`config.mk`:
```
export PLATFORM = sky130hd
export DESIGN_NAME = cdb_arbiter_flat
export DESIGN_NICKNAME = d
export VERILOG_FILES = /design/src/rtl/cdb_arbiter_if.sv /design/src/rtl/cdb_arbiter.sv /design/src/flat_wrapper.sv
export SDC_FILE = /design/constraint.sdc
export NUM_CORES = 1
export LEC_CHECK = 0
export CAP_MARGIN = 20
export CELL_PAD_IN_SITES_DETAIL_PLACEMENT = 1
export CELL_PAD_IN_SITES_GLOBAL_PLACEMENT = 1
export CORE_ASPECT_RATIO = 0.75
export CORE_MARGIN = 2
export CORE_UTILIZATION = 29
export CTS_BUF_LIST = sky130_fd_sc_hd__clkbuf_8
export DETAILED_ROUTE_END_ITERATION = 16
export GPL_TIMING_DRIVEN = 0
export MAX_ROUTING_LAYER = met4
export PLACE_DENSITY_LB_ADDON = 0.1
export SLEW_MARGIN = 5
export SYNTH_ARGS = -nofsm -noshare
export SYNTH_HDL_FRONTEND = slang
export SYNTH_SLANG_ARGS = --single-unit
```
`constraint.sdc`:
```
create_clock -name clk_in -period 5.2 [get_ports clk_in]
set_input_delay 1.56 -clock clk_in [delete_from_list [all_inputs] [get_ports clk_in]]
set_output_delay 1.56 -clock clk_in [all_outputs]
set_load 0.02 [all_outputs]
```
`src/rtl/cdb_arbiter_if.sv`:
```
// Common data bus arbitration bundle: per-FU result requests in, registered CDB broadcast out.
// slave is the arbiter side, master is the functional-unit / ROB side.
interface cdb_arbiter_if #(
  parameter int NUM_FU   = 5,
  parameter int ROB_IX_W = 3,
  parameter int DATA_W   = 32
);
  logic [NUM_FU-1:0]          fu_valid_in;
  logic [NUM_FU*ROB_IX_W-1:0] fu_rob_ix_in;
  logic [NUM_FU*DATA_W-1:0]   fu_data_in;
  logic [ROB_IX_W-1:0]        head_rob_ix_in;
  logic                       flush_in;
  logic [NUM_FU-1:0]          fu_read_out;
  logic                       cdb_valid_out;
  logic [ROB_IX_W-1:0]        cdb_rob_ix_out;
  logic [DATA_W-1:0]          cdb_value_out;
  logic [31:0]                cdb_dest_out;
  logic [15:0]                conflict_cnt_out;

  modport slave (
    input  fu_valid_in, fu_rob_ix_in, fu_data_in, head_rob_ix_in, flush_in,
    output fu_read_out, cdb_valid_out, cdb_rob_ix_out, cdb_value_out, cdb_dest_out,
           conflict_cnt_out
  );

  modport master (
    output fu_valid_in, fu_rob_ix_in, fu_data_in, head_rob_ix_in, flush_in,
    input  fu_read_out, cdb_valid_out, cdb_rob_ix_out, cdb_value_out, cdb_dest_out,
           conflict_cnt_out
  );
endinterface

```
`src/rtl/cdb_arbiter.sv`:
```
// CDB arbiter: one completed FU result per cycle onto the registered common data bus.
// The FU holding the ROB-head result wins; otherwise round-robin from rr_ptr.
module cdb_arbiter #(
  parameter int NUM_FU   = 5,
  parameter int ROB_IX_W = 3,
  parameter int DATA_W   = 32
) (
  input  logic           clk_in,
  input  logic           rst_n_in,
  cdb_arbiter_if.slave   bus
);
  localparam int IX_W = (NUM_FU > 1) ? $clog2(NUM_FU) : 1;
  localparam int SW   = IX_W + 1;

  logic [NUM_FU-1:0]   read_q;
  logic [NUM_FU-1:0]   elig;
  logic [ROB_IX_W-1:0] rob_ix_a [NUM_FU];
  logic [DATA_W-1:0]   data_a   [NUM_FU];
  logic [IX_W-1:0]     rr_ptr;
  logic [IX_W-1:0]     grant_ix;
  logic [IX_W-1:0]     scan_ix;
  logic [IX_W-1:0]     rr_next;
  logic [SW-1:0]       scan_sum;
  logic [SW-1:0]       pop_cnt;
  logic                head_hit;
  logic                grant_vld;
  logic                conflict;
  logic                cdb_valid_q;
  logic [ROB_IX_W-1:0] cdb_rob_ix_q;
  logic [DATA_W-1:0]   cdb_value_q;
  logic [15:0]         conflict_cnt_q;

  always_comb begin
    for (int i = 0; i < NUM_FU; i++) begin
      rob_ix_a[i] = bus.fu_rob_ix_in[i*ROB_IX_W +: ROB_IX_W];
      data_a[i]   = bus.fu_data_in[i*DATA_W +: DATA_W];
    end
  end

  // The FU pulsed last cycle still shows valid while it consumes its read pulse.
  assign elig = bus.fu_valid_in & ~read_q;

  // Both scans run from the high end so the lowest index / nearest rr slot is written last.
  always_comb begin
    head_hit = 1'b0;
    grant_ix = '0;
    scan_sum = '0;
    scan_ix  = '0;
    for (int i = NUM_FU - 1; i >= 0; i--) begin
      if (elig[i] && (rob_ix_a[i] == bus.head_rob_ix_in)) begin
        head_hit = 1'b1;
        grant_ix = IX_W'(i);
      end
    end
    if (!head_hit) begin
      for (int k = NUM_FU - 1; k >= 0; k--) begin
        scan_sum = SW'(rr_ptr) + SW'(k);
        if (scan_sum >= SW'(NUM_FU)) scan_sum = scan_sum - SW'(NUM_FU);
        scan_ix = scan_sum[IX_W-1:0];
        if (elig[scan_ix]) grant_ix = scan_ix;
      end
    end
  end

  always_comb begin
    pop_cnt = '0;
    for (int i = 0; i < NUM_FU; i++) pop_cnt = pop_cnt + SW'(elig[i]);
  end

  assign grant_vld = |elig;
  assign conflict  = (pop_cnt >= SW'(2));
  assign rr_next   = (grant_ix == IX_W'(NUM_FU - 1)) ? '0 : grant_ix + IX_W'(1);

  always_ff @(posedge clk_in or negedge rst_n_in) begin
    if (!rst_n_in) begin
      read_q         <= '0;
      cdb_valid_q    <= 1'b0;
      cdb_rob_ix_q   <= '0;
      cdb_value_q    <= '0;
      rr_ptr         <= '0;
      conflict_cnt_q <= '0;
    end else begin
      read_q      <= grant_vld ? (NUM_FU'(1) << grant_ix) : '0;
      cdb_valid_q <= grant_vld & ~bus.flush_in;
      if (grant_vld) begin
        cdb_rob_ix_q <= rob_ix_a[grant_ix];
        cdb_value_q  <= data_a[grant_ix];
        rr_ptr       <= rr_next;
      end
      if (conflict && (conflict_cnt_q != 16'hFFFF)) conflict_cnt_q <= conflict_cnt_q + 16'd1;
    end
  end

  assign bus.fu_read_out      = read_q;
  assign bus.cdb_valid_out    = cdb_valid_q;
  assign bus.cdb_rob_ix_out   = cdb_rob_ix_q;
  assign bus.cdb_value_out    = cdb_value_q;
  assign bus.cdb_dest_out     = 32'd0;
  assign bus.conflict_cnt_out = conflict_cnt_q;
endmodule
```
`src/flat_wrapper.sv`:
```
// flat-port wrapper written by rule: the top's interface ports become plain ports
module cdb_arbiter_flat 
#(
  parameter int NUM_FU   = 5,
  parameter int ROB_IX_W = 3,
  parameter int DATA_W   = 32
)
  (clk_in, rst_n_in, bus_fu_valid_in, bus_fu_rob_ix_in, bus_fu_data_in, bus_head_rob_ix_in, bus_flush_in, bus_fu_read_out, bus_cdb_valid_out, bus_cdb_rob_ix_out, bus_cdb_value_out, bus_cdb_dest_out, bus_conflict_cnt_out);
  cdb_arbiter_if #(.NUM_FU(NUM_FU), .ROB_IX_W(ROB_IX_W), .DATA_W(DATA_W)) bus_i ();
  input  logic clk_in;
  input  logic rst_n_in;
  input wire logic [$bits(bus_i.fu_valid_in)-1:0] bus_fu_valid_in;
  input wire logic [$bits(bus_i.fu_rob_ix_in)-1:0] bus_fu_rob_ix_in;
  input wire logic [$bits(bus_i.fu_data_in)-1:0] bus_fu_data_in;
  input wire logic [$bits(bus_i.head_rob_ix_in)-1:0] bus_head_rob_ix_in;
  input wire logic [$bits(bus_i.flush_in)-1:0] bus_flush_in;
  output wire logic [$bits(bus_i.fu_read_out)-1:0] bus_fu_read_out;
  output wire logic [$bits(bus_i.cdb_valid_out)-1:0] bus_cdb_valid_out;
  output wire logic [$bits(bus_i.cdb_rob_ix_out)-1:0] bus_cdb_rob_ix_out;
  output wire logic [$bits(bus_i.cdb_value_out)-1:0] bus_cdb_value_out;
  output wire logic [$bits(bus_i.cdb_dest_out)-1:0] bus_cdb_dest_out;
  output wire logic [$bits(bus_i.conflict_cnt_out)-1:0] bus_conflict_cnt_out;
  assign bus_i.fu_valid_in = bus_fu_valid_in;
  assign bus_i.fu_rob_ix_in = bus_fu_rob_ix_in;
  assign bus_i.fu_data_in = bus_fu_data_in;
  assign bus_i.head_rob_ix_in = bus_head_rob_ix_in;
  assign bus_i.flush_in = bus_flush_in;
  assign bus_fu_read_out = bus_i.fu_read_out;
  assign bus_cdb_valid_out = bus_i.cdb_valid_out;
  assign bus_cdb_rob_ix_out = bus_i.cdb_rob_ix_out;
  assign bus_cdb_value_out = bus_i.cdb_value_out;
  assign bus_cdb_dest_out = bus_i.cdb_dest_out;
  assign bus_conflict_cnt_out = bus_i.conflict_cnt_out;
  cdb_arbiter #(.NUM_FU(NUM_FU), .ROB_IX_W(ROB_IX_W), .DATA_W(DATA_W)) u_core (.clk_in(clk_in), .rst_n_in(rst_n_in), .bus(bus_i));
endmodule
```
==> run_results.csv, run 1 <==
group,metric,value,unit
setup_path,path_max_fanout,10,
detailed_routing,vias,5455,
sta,rsz0062_at_grt,"false",
setup_path,crit_path_start_kind,"input port",
synth,synthCells,567,
synth,ys_types,70,
worst_hold_path,min_path_type,"register to register",
synth,netlist_area,5250,µm²
cells_and_area,drive_gt1_share,15.8,%
synth,synth_warnings,0,
cells_and_area,finalNetCount,1049,
setup_path,cp_slowest_cell,"nor4_1",
synth,synth_top_area_cell,"dfrtp_1",
pwr,power.density,885,nW/µm²
die,ios,275,
detailed_routing,ant_nets,0,
sta,timing.fmax,204,MHz
clock_network,clk_latency,0.37,ns
grt,grt_pass1_vias,5922,
setup_path,arrival,5.19,ns
die,die_h,120,µm
cells_and_area,stdcell_area,8280,µm²
synth,ys_seq_area_share,28.6,%
synth,synthFlopType,"dfrtp_1",
die,rows,42,
placed_design,dpl.hpwl,17300,µm
grt,overflow,0,
setup_path,critPathRequiredTime,5.49,ns
grt,grt_pass1_wl,33200,µm
placed_design,dp_cells,1080,
synth,async_flop_share,100,%
die,core,17700,µm²
placed_design,place_area,8060,µm²
grt,grt_max_degree,61,
setup_path,endpoint_kind,"register",
detailed_routing,drt_wl_total,21400,µm
cells_and_area,area_growth,57.7,%
setup_path,criticalPathCategory,"input port to register",
sta,final-max-slew-violation-count,0,
sta,final_hold_viol_count,0,
synth,synth_edf_count,0,
run_status,status,"finished clean",
clock_network,cts_setup_buffers,0,
clock_network,post_cts_resized,0,
placed_design,io_buffers,239,
setup_path,cpLargestDelayFamily,"simple AND/OR/NAND/NOR gates",
die,dieArea,19200,µm²
cells_and_area,n_antenna_cell,0,
setup_path,critPathMostFrequentCell,"a21oi_1",
synth,syn_area_per_cell,9.25,µm²
placed_design,gp_congestion,0.895,
setup_path,cp_slowest_stage_delay,0.64,ns
clock_network,cts_buffers,9,
clock_network,cts_hold_buf,0,
synth,synthTopCellsByCount,"60 x a21oi_1, 60 x dfrtp_1, 45 x nor2_1, 41 x mux2_2, 39 x buf_4",
sta,fin_crit,4.89,ns
synth,netlist.area_leader.share,28.6,%
pwr,p_leak,3.47,nW
sta,skew,0.00818,ns
die,die_w,159,µm
setup_path,path_cells,"clkdlybuf4s50_1 -> nand2b_1 -> nor4_1 -> nand4bb_1 -> nor2_1 -> o2bb2ai_1 -> a211oi_1 -> or3_1 -> buf_2 -> inv_2 -> nor2_4 -> clkbuf_1 -> a21oi_1 -> a21oi_1",
clock_network,ctsHtreeMaxLevel,3,
sta,tightest_slew,0.825,ns
grt,grt_usage,23.0,%
detailed_routing,detail_route.iter0.violations,233,
setup_path,crit_buf_inv,4,
detailed_routing,first_pass_iters,5,
detailed_routing,routedWlPerCell,19.5,µm
synth,synth_area_leaders,"dfrtp_1 29%, mux2_2 8.8%, a21oi_1 5.7%, buf_4 5.6%, mux2i_1 4.8%",
sta,setup_violations,0,
grt,antenna_found_initial,0,
clock_network,cts_sinks,60,
sta,slew-limit-headroom,45.0,%
clock_network,path_clk_slew,0.07,ns
clock_network,cts_tree,"done",
sta,fin_crit_sh,94.1,%
pwr,ir_drop,0.000435,V
cells_and_area,fin_cells,1096,
detailed_routing,vias_per_cell,4.98,
die,start_util,29.6,%
synth,ys_ff_latch,60,
clock_network,cts_buffer_depth,2,
detailed_routing,drc,0,
job,drv_cap,0,
clock_network,cts-root-buf,"clkbuf_8",
worst register-to-register path, delay by kind of cell, from the launching register on:
family,cells,cell delay (ns)
compound gates,6,1.57
fa+ha+maj,2,0.60
buf+inv,6,1.19
flops,1,0.51
mux,1,0.22
simple gates,3,0.46
through the flow:
step / setup TNS [ns] / util, % / hold slack (ns) / power [mW] / setup slack [ns]
after floorplan: 0 / - / 0.589 / 5.05 / 0.986
after global placement: -0.0494 / 45.5 / 0.489 / 6.71 / -0.0194
after detailed placement: -0.714 / 45.5 / 0.503 / 6.85 / -0.0968
after CTS: 0 / 46.7 / 0.513 / 7.37 / 0.279
after global routing: 0 / 46.7 / 0.535 / 7.89 / 0.00275
final: 0 / 46.7 / 0.513 / 7.33 / 0.309
cell families after synthesis:
| logic type | after synthesis | synth area share [%] |
|---|---|---|
| mux | 76 | 15.7 |
| fa+ha+maj | 14 | 3.77 |
| compound gates | 169 | 23.1 |
| other cells | 1 | 0.0715 |
| flops | 60 | 28.6 |
| buf+inv | 85 | 9.75 |
| xor+xnor | 38 | 6.34 |
| simple gates | 124 | 12.7 |
routing by layer:
layer  vias to the layer above  part of all wire, %  GRT usage (%)
met5                         -                    0              -
met4                         0                  2.1           7.10
met3                        29                  6.0           5.04
met2                       222                   46           36.1
met1                      2609                   46           29.8
li1                       2595                    -              -
flip-flops by register name, indices dropped and copies added (netlist names):
register,cells
u_core.bus.fu_read_out,5
u_core.rr_ptr,3
u_core.bus.cdb_value_out,32
u_core.bus.cdb_rob_ix_out,3
u_core.bus.conflict_cnt_out,16
u_core.bus.cdb_valid_out,1
worst paths after layout:
check,slack (ns),start,to,cells after the start
worst max-delay path,0.31,bus_fu_valid_in[0],u_core.bus.cdb_value_out[21],14
worst min-delay path,0.51,u_core.bus.conflict_cnt_out[5],u_core.bus.conflict_cnt_out[5],1
worst max register to register,0.60,u_core.rr_ptr[0],u_core.bus.cdb_value_out[21],18
worst min register to register,0.51,u_core.bus.conflict_cnt_out[5],u_core.bus.conflict_cnt_out[5],1
max in group asynchronous,3.36,rst_n_in,u_core.bus.cdb_value_out[25],1
min in group asynchronous,1.28,rst_n_in,u_core.bus.conflict_cnt_out[5],1
report_power, final:
| group | leakage (nW) | internal [mW] | switching, mW | total [mW] |
|---|---|---|---|---|
| clock | 0.107 | 0.268 | 0.210 | 0.478 |
| combinational | 2.64 | 2.71 | 3.23 | 5.94 |
| sequential | 0.720 | 0.737 | 0.174 | 0.911 |
| total | 3.47 | 3.71 | 3.62 | 7.33 |
layout make-up:
class                           instances  area, µm²
Fill cell                            2038       9430
Multi-Input combinational cell        453       3350
Timing Repair Buffer                  240       2390
Sequential cell                        60       1500
Buffer                                 70        455
Tap cell                              242        303
Clock buffer                            9        124
Clock inverter                          7       92.6
Inverter                               15       56.3
placed cells by master (no fill, tap or decap), types with 8 or more instances in the layout:
cell type        instances
o221a_1                 16
mux2i_1                 25
ha_1                    11
a22oi_1                 15
mux2_1                  10
xor2_1                  14
mux2_2                  41
xnor2_1                 24
inv_1                   14
clkbuf_1                11
clkbuf_8                 9
nand3_1                  9
o22ai_1                 21
nand2b_1                 8
buf_2                   14
o21ai_0                  9
dfrtp_1                 60
buf_4                   40
nor2_1                  45
nand2_1                 14
a21oi_1                 60
conb_1                  32
clkdlybuf4s50_1        238
No activity file was read; power rests on OpenSTA's default activity.
==> inputs of run 2 (changes only) <==
- CTS_CLUSTER_SIZE: unset -> 28
==> results of run 2 <==
Final layout, timing and power as in run 1 (identical DEF).
